`src/rtl/subneg_run_ctrl_if.sv`:
```
`default_nettype none
// ============================================================================
// Module      : subneg_run_ctrl_if
// Description : Host program-load handshake and memory write bus shared
//               between the host (master) and the run controller (slave).
//               Signals:
//                 load_valid_i / load_addr_i / load_data_i  host write request
//                 load_ready_o                             request accepted
//                 mem_we_o / mem_addr_o / mem_wdata_o      memory write port
// Revision    : 1.0  initial release
// ============================================================================
interface subneg_run_ctrl_if #(
    parameter int ADDR_W = 5,
    parameter int DATA_W = 5
);
    logic              load_valid_i;
    logic [ADDR_W-1:0] load_addr_i;
    logic [DATA_W-1:0] load_data_i;
    logic              load_ready_o;
    logic              mem_we_o;
    logic [ADDR_W-1:0] mem_addr_o;
    logic [DATA_W-1:0] mem_wdata_o;

    // Host side: issues write requests, observes acceptance and the memory bus.
    modport master (
        output load_valid_i, load_addr_i, load_data_i,
        input  load_ready_o, mem_we_o, mem_addr_o, mem_wdata_o
    );

    // Controller side.
    modport slave (
        input  load_valid_i, load_addr_i, load_data_i,
        output load_ready_o, mem_we_o, mem_addr_o, mem_wdata_o
    );
endinterface
`default_nettype wire

```
`src/rtl/subneg_run_ctrl.sv`:
```
`default_nettype none
// ============================================================================
// Module      : subneg_run_ctrl
// Description : Run/step/halt sequencer for the 5-bit SUBNEG core. Issues the
//               fetch/operand-read/execute phase strobes and arbitrates the
//               single memory port between execution and host program load
//               (loads only while halted). Reports breakpoint, fault and a
//               saturating retired-instruction count.
// Ports       : clk, rst_n (sync, active-low)
//               run_i (level), step_i (pulse), halt_i (pulse)
//               bp_en_i, bp_addr_i    breakpoint control
//               pc_i                  core PC
//               bus                   load handshake + memory write port
//               fetch_en_o, read_en_o, exec_en_o   one-hot phase strobes
//               running_o, bp_hit_o, fault_o, icount_o   status
// Revision    : 1.0  initial release
// ============================================================================
module subneg_run_ctrl #(
    parameter int ADDR_W    = 5,
    parameter int MEM_DEPTH = 22,
    parameter int DATA_W    = 5,
    parameter int CNT_W     = 8
) (
    input  wire logic              clk,
    input  wire logic              rst_n,
    input  wire logic              run_i,
    input  wire logic              step_i,
    input  wire logic              halt_i,
    input  wire logic              bp_en_i,
    input  wire logic [ADDR_W-1:0] bp_addr_i,
    input  wire logic [ADDR_W-1:0] pc_i,
    subneg_run_ctrl_if.slave       bus,
    output logic                   fetch_en_o,
    output logic                   read_en_o,
    output logic                   exec_en_o,
    output logic                   running_o,
    output logic                   bp_hit_o,
    output logic                   fault_o,
    output logic [CNT_W-1:0]       icount_o
);

    localparam logic [2:0] c_idle  = 3'd0;
    localparam logic [2:0] c_check = 3'd1;
    localparam logic [2:0] c_fetch = 3'd2;
    localparam logic [2:0] c_oper  = 3'd3;
    localparam logic [2:0] c_exec  = 3'd4;

    // An instruction occupies three words, so the last legal start PC is
    // MEM_DEPTH-3.
    localparam logic [ADDR_W-1:0] c_max_pc = ADDR_W'(MEM_DEPTH - 3);
    localparam logic [ADDR_W:0]   c_depth  = (ADDR_W + 1)'(MEM_DEPTH);

    logic [2:0]       state_q, state_d;
    logic             halt_pend_q, halt_pend_d;
    logic             single_q, single_d;
    logic             suppress_q, suppress_d;
    logic             retired_q, retired_d;
    logic             step_defer_q, step_defer_d;
    logic             bp_hit_q, bp_hit_d;
    logic             fault_q, fault_d;
    logic [CNT_W-1:0] icount_q, icount_d;

    logic w_ready;
    logic w_start_req;
    logic w_stop;

    assign w_ready          = (state_q == c_idle);
    assign bus.load_ready_o = w_ready;
    assign bus.mem_we_o     = bus.load_valid_i & w_ready
                            & ({1'b0, bus.load_addr_i} < c_depth);
    assign bus.mem_addr_o   = bus.load_addr_i;
    assign bus.mem_wdata_o  = bus.load_data_i;

    // A step pulse that collided with a host load is remembered so the start
    // is only deferred, not lost; run_i is a level and needs no memory.
    assign w_start_req = run_i | step_i | step_defer_q;
    assign w_stop      = halt_pend_q | (single_q & retired_q) | (~single_q & ~run_i);

    always_comb begin
        state_d      = state_q;
        halt_pend_d  = halt_pend_q;
        single_d     = single_q;
        suppress_d   = suppress_q;
        retired_d    = retired_q;
        step_defer_d = step_defer_q;
        bp_hit_d     = bp_hit_q;
        fault_d      = fault_q;
        icount_d     = icount_q;

        if ((state_q != c_idle) && halt_i) begin
            halt_pend_d = 1'b1;
        end

        case (state_q)
            c_idle: begin
                if (fault_q || halt_i) begin
                    step_defer_d = 1'b0;
                end else if (w_start_req) begin
                    if (bus.load_valid_i) begin
                        step_defer_d = step_i | step_defer_q;
                    end else begin
                        state_d      = c_check;
                        suppress_d   = 1'b1;
                        single_d     = step_i | step_defer_q;
                        retired_d    = 1'b0;
                        bp_hit_d     = 1'b0;
                        step_defer_d = 1'b0;
                        halt_pend_d  = 1'b0;
                    end
                end
            end
            c_check: begin
                suppress_d = 1'b0;
                if (pc_i > c_max_pc) begin
                    fault_d     = 1'b1;
                    state_d     = c_idle;
                    halt_pend_d = 1'b0;
                end else if (bp_en_i && (pc_i == bp_addr_i) && !suppress_q) begin
                    bp_hit_d    = 1'b1;
                    state_d     = c_idle;
                    halt_pend_d = 1'b0;
                end else if (w_stop) begin
                    state_d     = c_idle;
                    halt_pend_d = 1'b0;
                end else begin
                    state_d = c_fetch;
                end
            end
            c_fetch: state_d = c_oper;
            c_oper:  state_d = c_exec;
            c_exec: begin
                state_d   = c_check;
                retired_d = 1'b1;
                if (icount_q != {CNT_W{1'b1}}) begin
                    icount_d = icount_q + 1'b1;
                end
            end
            default: state_d = c_idle;
        endcase
    end

    always_ff @(posedge clk) begin
        if (!rst_n) begin
            state_q      <= c_idle;
            halt_pend_q  <= 1'b0;
            single_q     <= 1'b0;
            suppress_q   <= 1'b0;
            retired_q    <= 1'b0;
            step_defer_q <= 1'b0;
            bp_hit_q     <= 1'b0;
            fault_q      <= 1'b0;
            icount_q     <= '0;
        end else begin
            state_q      <= state_d;
            halt_pend_q  <= halt_pend_d;
            single_q     <= single_d;
            suppress_q   <= suppress_d;
            retired_q    <= retired_d;
            step_defer_q <= step_defer_d;
            bp_hit_q     <= bp_hit_d;
            fault_q      <= fault_d;
            icount_q     <= icount_d;
        end
    end

    assign fetch_en_o = (state_q == c_fetch);
    assign read_en_o  = (state_q == c_oper);
    assign exec_en_o  = (state_q == c_exec);
    assign running_o  = (state_q != c_idle);
    assign bp_hit_o   = bp_hit_q;
    assign fault_o    = fault_q;
    assign icount_o   = icount_q;

endmodule
`default_nettype wire

```
`src/flat_wrapper.sv`:
```
// flat-port wrapper written by rule: the top's interface ports become plain ports
module subneg_run_ctrl_flat 
#(
    parameter int ADDR_W    = 5,
    parameter int MEM_DEPTH = 22,
    parameter int DATA_W    = 5,
    parameter int CNT_W     = 8
)
  (clk, rst_n, run_i, step_i, halt_i, bp_en_i, bp_addr_i, pc_i, fetch_en_o, read_en_o, exec_en_o, running_o, bp_hit_o, fault_o, icount_o, bus_load_valid_i, bus_load_addr_i, bus_load_data_i, bus_load_ready_o, bus_mem_we_o, bus_mem_addr_o, bus_mem_wdata_o);
  subneg_run_ctrl_if #(.ADDR_W(ADDR_W), .DATA_W(DATA_W)) bus_i ();
  input  wire logic clk;
  input  wire logic rst_n;
  input  wire logic run_i;
  input  wire logic step_i;
  input  wire logic halt_i;
  input  wire logic bp_en_i;
  input  wire logic [ADDR_W-1:0] bp_addr_i;
  input  wire logic [ADDR_W-1:0] pc_i;
  output logic fetch_en_o;
  output logic read_en_o;
  output logic exec_en_o;
  output logic running_o;
  output logic bp_hit_o;
  output logic fault_o;
  output logic [CNT_W-1:0] icount_o;
  input wire logic [$bits(bus_i.load_valid_i)-1:0] bus_load_valid_i;
  input wire logic [$bits(bus_i.load_addr_i)-1:0] bus_load_addr_i;
  input wire logic [$bits(bus_i.load_data_i)-1:0] bus_load_data_i;
  output wire logic [$bits(bus_i.load_ready_o)-1:0] bus_load_ready_o;
  output wire logic [$bits(bus_i.mem_we_o)-1:0] bus_mem_we_o;
  output wire logic [$bits(bus_i.mem_addr_o)-1:0] bus_mem_addr_o;
  output wire logic [$bits(bus_i.mem_wdata_o)-1:0] bus_mem_wdata_o;
  assign bus_i.load_valid_i = bus_load_valid_i;
  assign bus_i.load_addr_i = bus_load_addr_i;
  assign bus_i.load_data_i = bus_load_data_i;
  assign bus_load_ready_o = bus_i.load_ready_o;
  assign bus_mem_we_o = bus_i.mem_we_o;
  assign bus_mem_addr_o = bus_i.mem_addr_o;
  assign bus_mem_wdata_o = bus_i.mem_wdata_o;
  subneg_run_ctrl #(.ADDR_W(ADDR_W), .MEM_DEPTH(MEM_DEPTH), .DATA_W(DATA_W), .CNT_W(CNT_W)) u_core (.clk(clk), .rst_n(rst_n), .run_i(run_i), .step_i(step_i), .halt_i(halt_i), .bp_en_i(bp_en_i), .bp_addr_i(bp_addr_i), .pc_i(pc_i), .bus(bus_i), .fetch_en_o(fetch_en_o), .read_en_o(read_en_o), .exec_en_o(exec_en_o), .running_o(running_o), .bp_hit_o(bp_hit_o), .fault_o(fault_o), .icount_o(icount_o));
endmodule
```
`config.mk`:
```
export PLATFORM = sky130hd
export DESIGN_NAME = subneg_run_ctrl_flat
export DESIGN_NICKNAME = d
export VERILOG_FILES = /design/src/rtl/subneg_run_ctrl_if.sv /design/src/rtl/subneg_run_ctrl.sv /design/src/flat_wrapper.sv
export SDC_FILE = /design/constraint.sdc
export NUM_CORES = 1
export LEC_CHECK = 0
export BUFFER_PORTS_ARGS = -buffer_cell sky130_fd_sc_hd__buf_2
export CORE_MARGIN = 2
export CORE_UTILIZATION = 25
export CTS_BUF_LIST = sky130_fd_sc_hd__clkbuf_8
export DETAILED_ROUTE_END_ITERATION = 10
export PLACE_DENSITY_LB_ADDON = 0.25
export RECOVER_POWER = 50
export SETUP_SLACK_MARGIN = 0.5
export SKIP_CTS_REPAIR_TIMING = 1
export SLEW_MARGIN = 20
export SYNTH_ARGS = -nofsm -noshare
export SYNTH_HDL_FRONTEND = slang
export SYNTH_SLANG_ARGS = --single-unit
```
`constraint.sdc`:
```
create_clock -name clk -period 2.1 [get_ports clk]
set_clock_uncertainty 0.05 [all_clocks]
set_input_delay 0.105 -clock clk [delete_from_list [all_inputs] [get_ports clk]]
set_output_delay 0.105 -clock clk [all_outputs]
set_load 0.01 [all_outputs]
```
==> flow_metrics.tcl <==
set metrics [dict create \
    max_slew_margin_pct 72.31 \
    track_usage_pct 10.50 \
    cts_sinks 18 \
    rsz0062_at_grt "yes" \
    cp_data_required_time_ns 1.95 \
    ys.warnings.count 0 \
    reg2reg_slack_ns 0.48 \
    setup_violations 0 \
    slew_viol_final 0 \
    gp_congestion 0.8132 \
    hp-class "primary input to flip-flop" \
    grt_pass1_wl_um 3670 \
    finalWirelength_um 2421 \
    portBuffers 40 \
    synth.area.top_cells "dfxtp_1 36%, buf_4 7.4%, xnor2_1 3.5%, a21oi_1 3.0%, a211oi_1 3.0%" \
    synth_area_leader_cell "dfxtp_1" \
    initial_utilization_pct 25.58 \
    core_area_um2 3943 \
    ys_seq_area_share_pct 35.73 \
    p_comb_share_pct 13.7 \
    r2r_end "u_core.single_q" \
    drt-vias-per-instance 4.759 \
    cts_tree "built" \
    final_net_count 182 \
    status "finished clean" \
    peakVddDrop_mv 0.4464 \
    min_period_over_period_pct 78.83 \
    fmax_ghz 0.6041 \
    synthesis.area_um2 1008 \
    die_area_um2 4558 \
    synth_edf_count 0 \
    worstMarginPinSlew_ns 0.4146 \
    dr.first_iter.drc_count 21 \
    grt_start_max_net_pins 12 \
    avgSynthCellArea_um2 8.846 \
    syn-instance-count 114 \
    worstRegToRegCells 5 \
    final.min_clock_period_ns 1.655 \
    internal_power_mw 0.5622 \
    ys_ff_latch 18 \
    critPathSlowestCell "or3_1" \
    vias 966 \
    clockPowerShare_pct 38.2 \
    syn_to_final_growth_pct 33.13 \
    power_density_nw_per_um2 552.3 \
    hpwlAfterDp_um 1762 \
    drc 0 \
    tns_ns 0 \
    path_clk_slew_ns 0.07 \
    yosys_most_used_dff "dfxtp_1" \
    pwr-share-seq_pct 48.1 \
    ys_async_sr_fraction_pct 0 \
    ios 53 \
    yosysMostFrequentCell "dfxtp_1" \
    layout-drive-gt1-share_pct 35.95 \
    fp.dieW_um 67.51 \
    endpoint_kind "primary output" \
    hold_viol 0 \
    power.switching_mw 0.1793 \
    grt_pass1_vias 854 \
    instances_no_fill 203 \
    syn_nets 142 \
    fill_cells 413 \
    die_h_um 67.51 \
    clk_path_buf_depth 2 \
    p_leak_nw 0.4993 \
    critical_path_arrival_ns 1.50 \
    crit_type "flip-flop to primary output" \
    cpPeakStageDelay_ns 0.49 \
    synthDistinctLibCells 39 \
    core.rowCount 23 \
    final_antenna_net_count 0 \
    sw_frac_of_total_pct 24.18 \
    wl_per_cell_um 11.93 \
    start_kind "flip-flop" \
    yosys-top-cells-count "18 x dfxtp_1, 10 x buf_4, 7 x nand2_1, 6 x a21oi_1, 5 x inv_1" \
    htree_levels 1 \
    antenna_found_initial 0 \
    crit_fanout 7 \
    cts-root-buf "clkbuf_8" \
    cp-endpoint "bus_mem_we_o" \
    dr.pass1.iters 4 \
    cts-buffers-inserted 3 \
    diodes 0 \
    worstReg2RegStart "u_core.state_q[1]" \
    grt_overflow 0 \
    crit_start "u_core.state_q[1]" \
    dp_cells 192 \
    cap_viol_max_count 0 \
    path_cells "or3_1 -> inv_4 -> nand2_2 -> a21oi_2 -> buf_2" \
    synth.top_cell.area_share_pct 35.73 \
    clk_latency_ns 0.25 \
]
worst max-delay path, delay by kind of cell (launching register included):
kind / cells / cell delay [ns]
AOI/OAI and AO/OA: 1 / 0.08
buffers and inverters: 2 / 0.24
DFF: 1 / 0.39
and+or+nand+nor: 2 / 0.54
how the worst min path moves through the flow:
| stage | start | end | slack, ns | cells after the start |
|---|---|---|---|---|
| finish | bus_load_valid_i | u_core.step_defer_q | 0.13 | 3 |
| global route | bus_load_valid_i | u_core.step_defer_q | 0.14 | 3 |
| CTS | bus_load_valid_i | u_core.step_defer_q | 0.13 | 3 |
| detailed placement | bus_load_addr_i[0] | bus_mem_addr_o[0] | 0.16 | 0 |
| global placement | bus_load_addr_i[0] | bus_mem_addr_o[0] | 0.16 | 0 |
| floorplan | step_i | u_core.single_q | 0.23 | 2 |
logic make-up (layout without fill, tap and decap cells):
| logic type | count (synthesis) | count (layout) | synth area share (%) |
|---|---|---|---|
| mux | 1 | 1 | 0.9926 |
| xor+xnor | 7 | 7 | 6.080 |
| simple gates | 39 | 39 | 22.95 |
| fa+ha+maj | 1 | 1 | 1.240 |
| compound gates | 30 | 30 | 22.58 |
| flops | 18 | 18 | 35.73 |
| buf+inv | 18 | 57 | 10.42 |
power by group through the flow:
stage | combinational [mW] | sequential, mW | clock (mW)
floorplan | 0.0711 | 0.364 | 0
global placement | 0.0942 | 0.365 | 0
detailed placement | 0.0953 | 0.365 | 0
CTS | 0.0957 | 0.357 | 0.296
global route | 0.114 | 0.358 | 0.310
finish | 0.101 | 0.357 | 0.283
through the flow:
step | hold slack [ns] | setup slack, ns | total power, mW | instance area, um^2 | util [%]
2_1_floorplan | 0.2292 | 0.5368 | 0.4348 | 1008 | -
3_3_place_gp | 0.1601 | 0.4715 | 0.4591 | 1189 | 30.15
3_5_place_dp | 0.1601 | 0.3859 | 0.4603 | 1189 | 30.15
4_1_cts | 0.1254 | 0.3795 | 0.7482 | 1244 | 31.55
5_1_grt | 0.1422 | 0.3393 | 0.7815 | 1343 | 34.05
6_report | 0.1331 | 0.4446 | 0.7415 | 1343 | 34.05
sequential cells by signal, indices dropped and copies added (netlist names):
register and count:
u_core.bp_hit_o 1, u_core.icount_o 8, u_core.state_q 3, u_core.step_defer_q 1, u_core.suppress_q 1, u_core.single_q 1, u_core.halt_pend_q 1, u_core.retired_q 1
u_core.fault_o 1
cell usage in the layout (no fill, tap or decap), drive strengths merged:
master / instances
nand4: 3
o211ai: 1
o311ai: 1
mux2i: 1
o41ai: 1
o21bai: 1
or3b: 1
and2: 1
nor2: 4
o21ai: 5
nand2b: 4
nor3b: 3
o21a: 3
o311a: 2
xor2: 3
o31a: 1
nand3: 4
or3: 2
nor3: 4
a2111oi: 2
clkbuf: 16
nand2: 7
dfxtp: 18
buf: 35
a21oi: 6
inv: 6
a21o: 1
a211oi: 4
xnor2: 4
nor2b: 2
o31ai: 2
nor4: 1
ha: 1
and3b: 1
or4: 2
final cells by class:
class,instances,area [um^2],area share [%]
inverter,6,25.02,1.864
tap,50,62.56,4.660
timing repair buffer,47,237.7,17.71
sequential,18,365.4,27.21
multi-input combinational,78,596.8,44.45
clock buffer,4,55.05,4.101
per-layer routing:
metal	global-route usage, %	up-vias	wire length, um
met5	0	-	0
met4	1.531	0	0
met3	3.333	0	159
met2	19.36	29	1234
met1	11.96	446	1027
li1	-	491	-
Note: power is estimated with default switching activity, not from simulation.
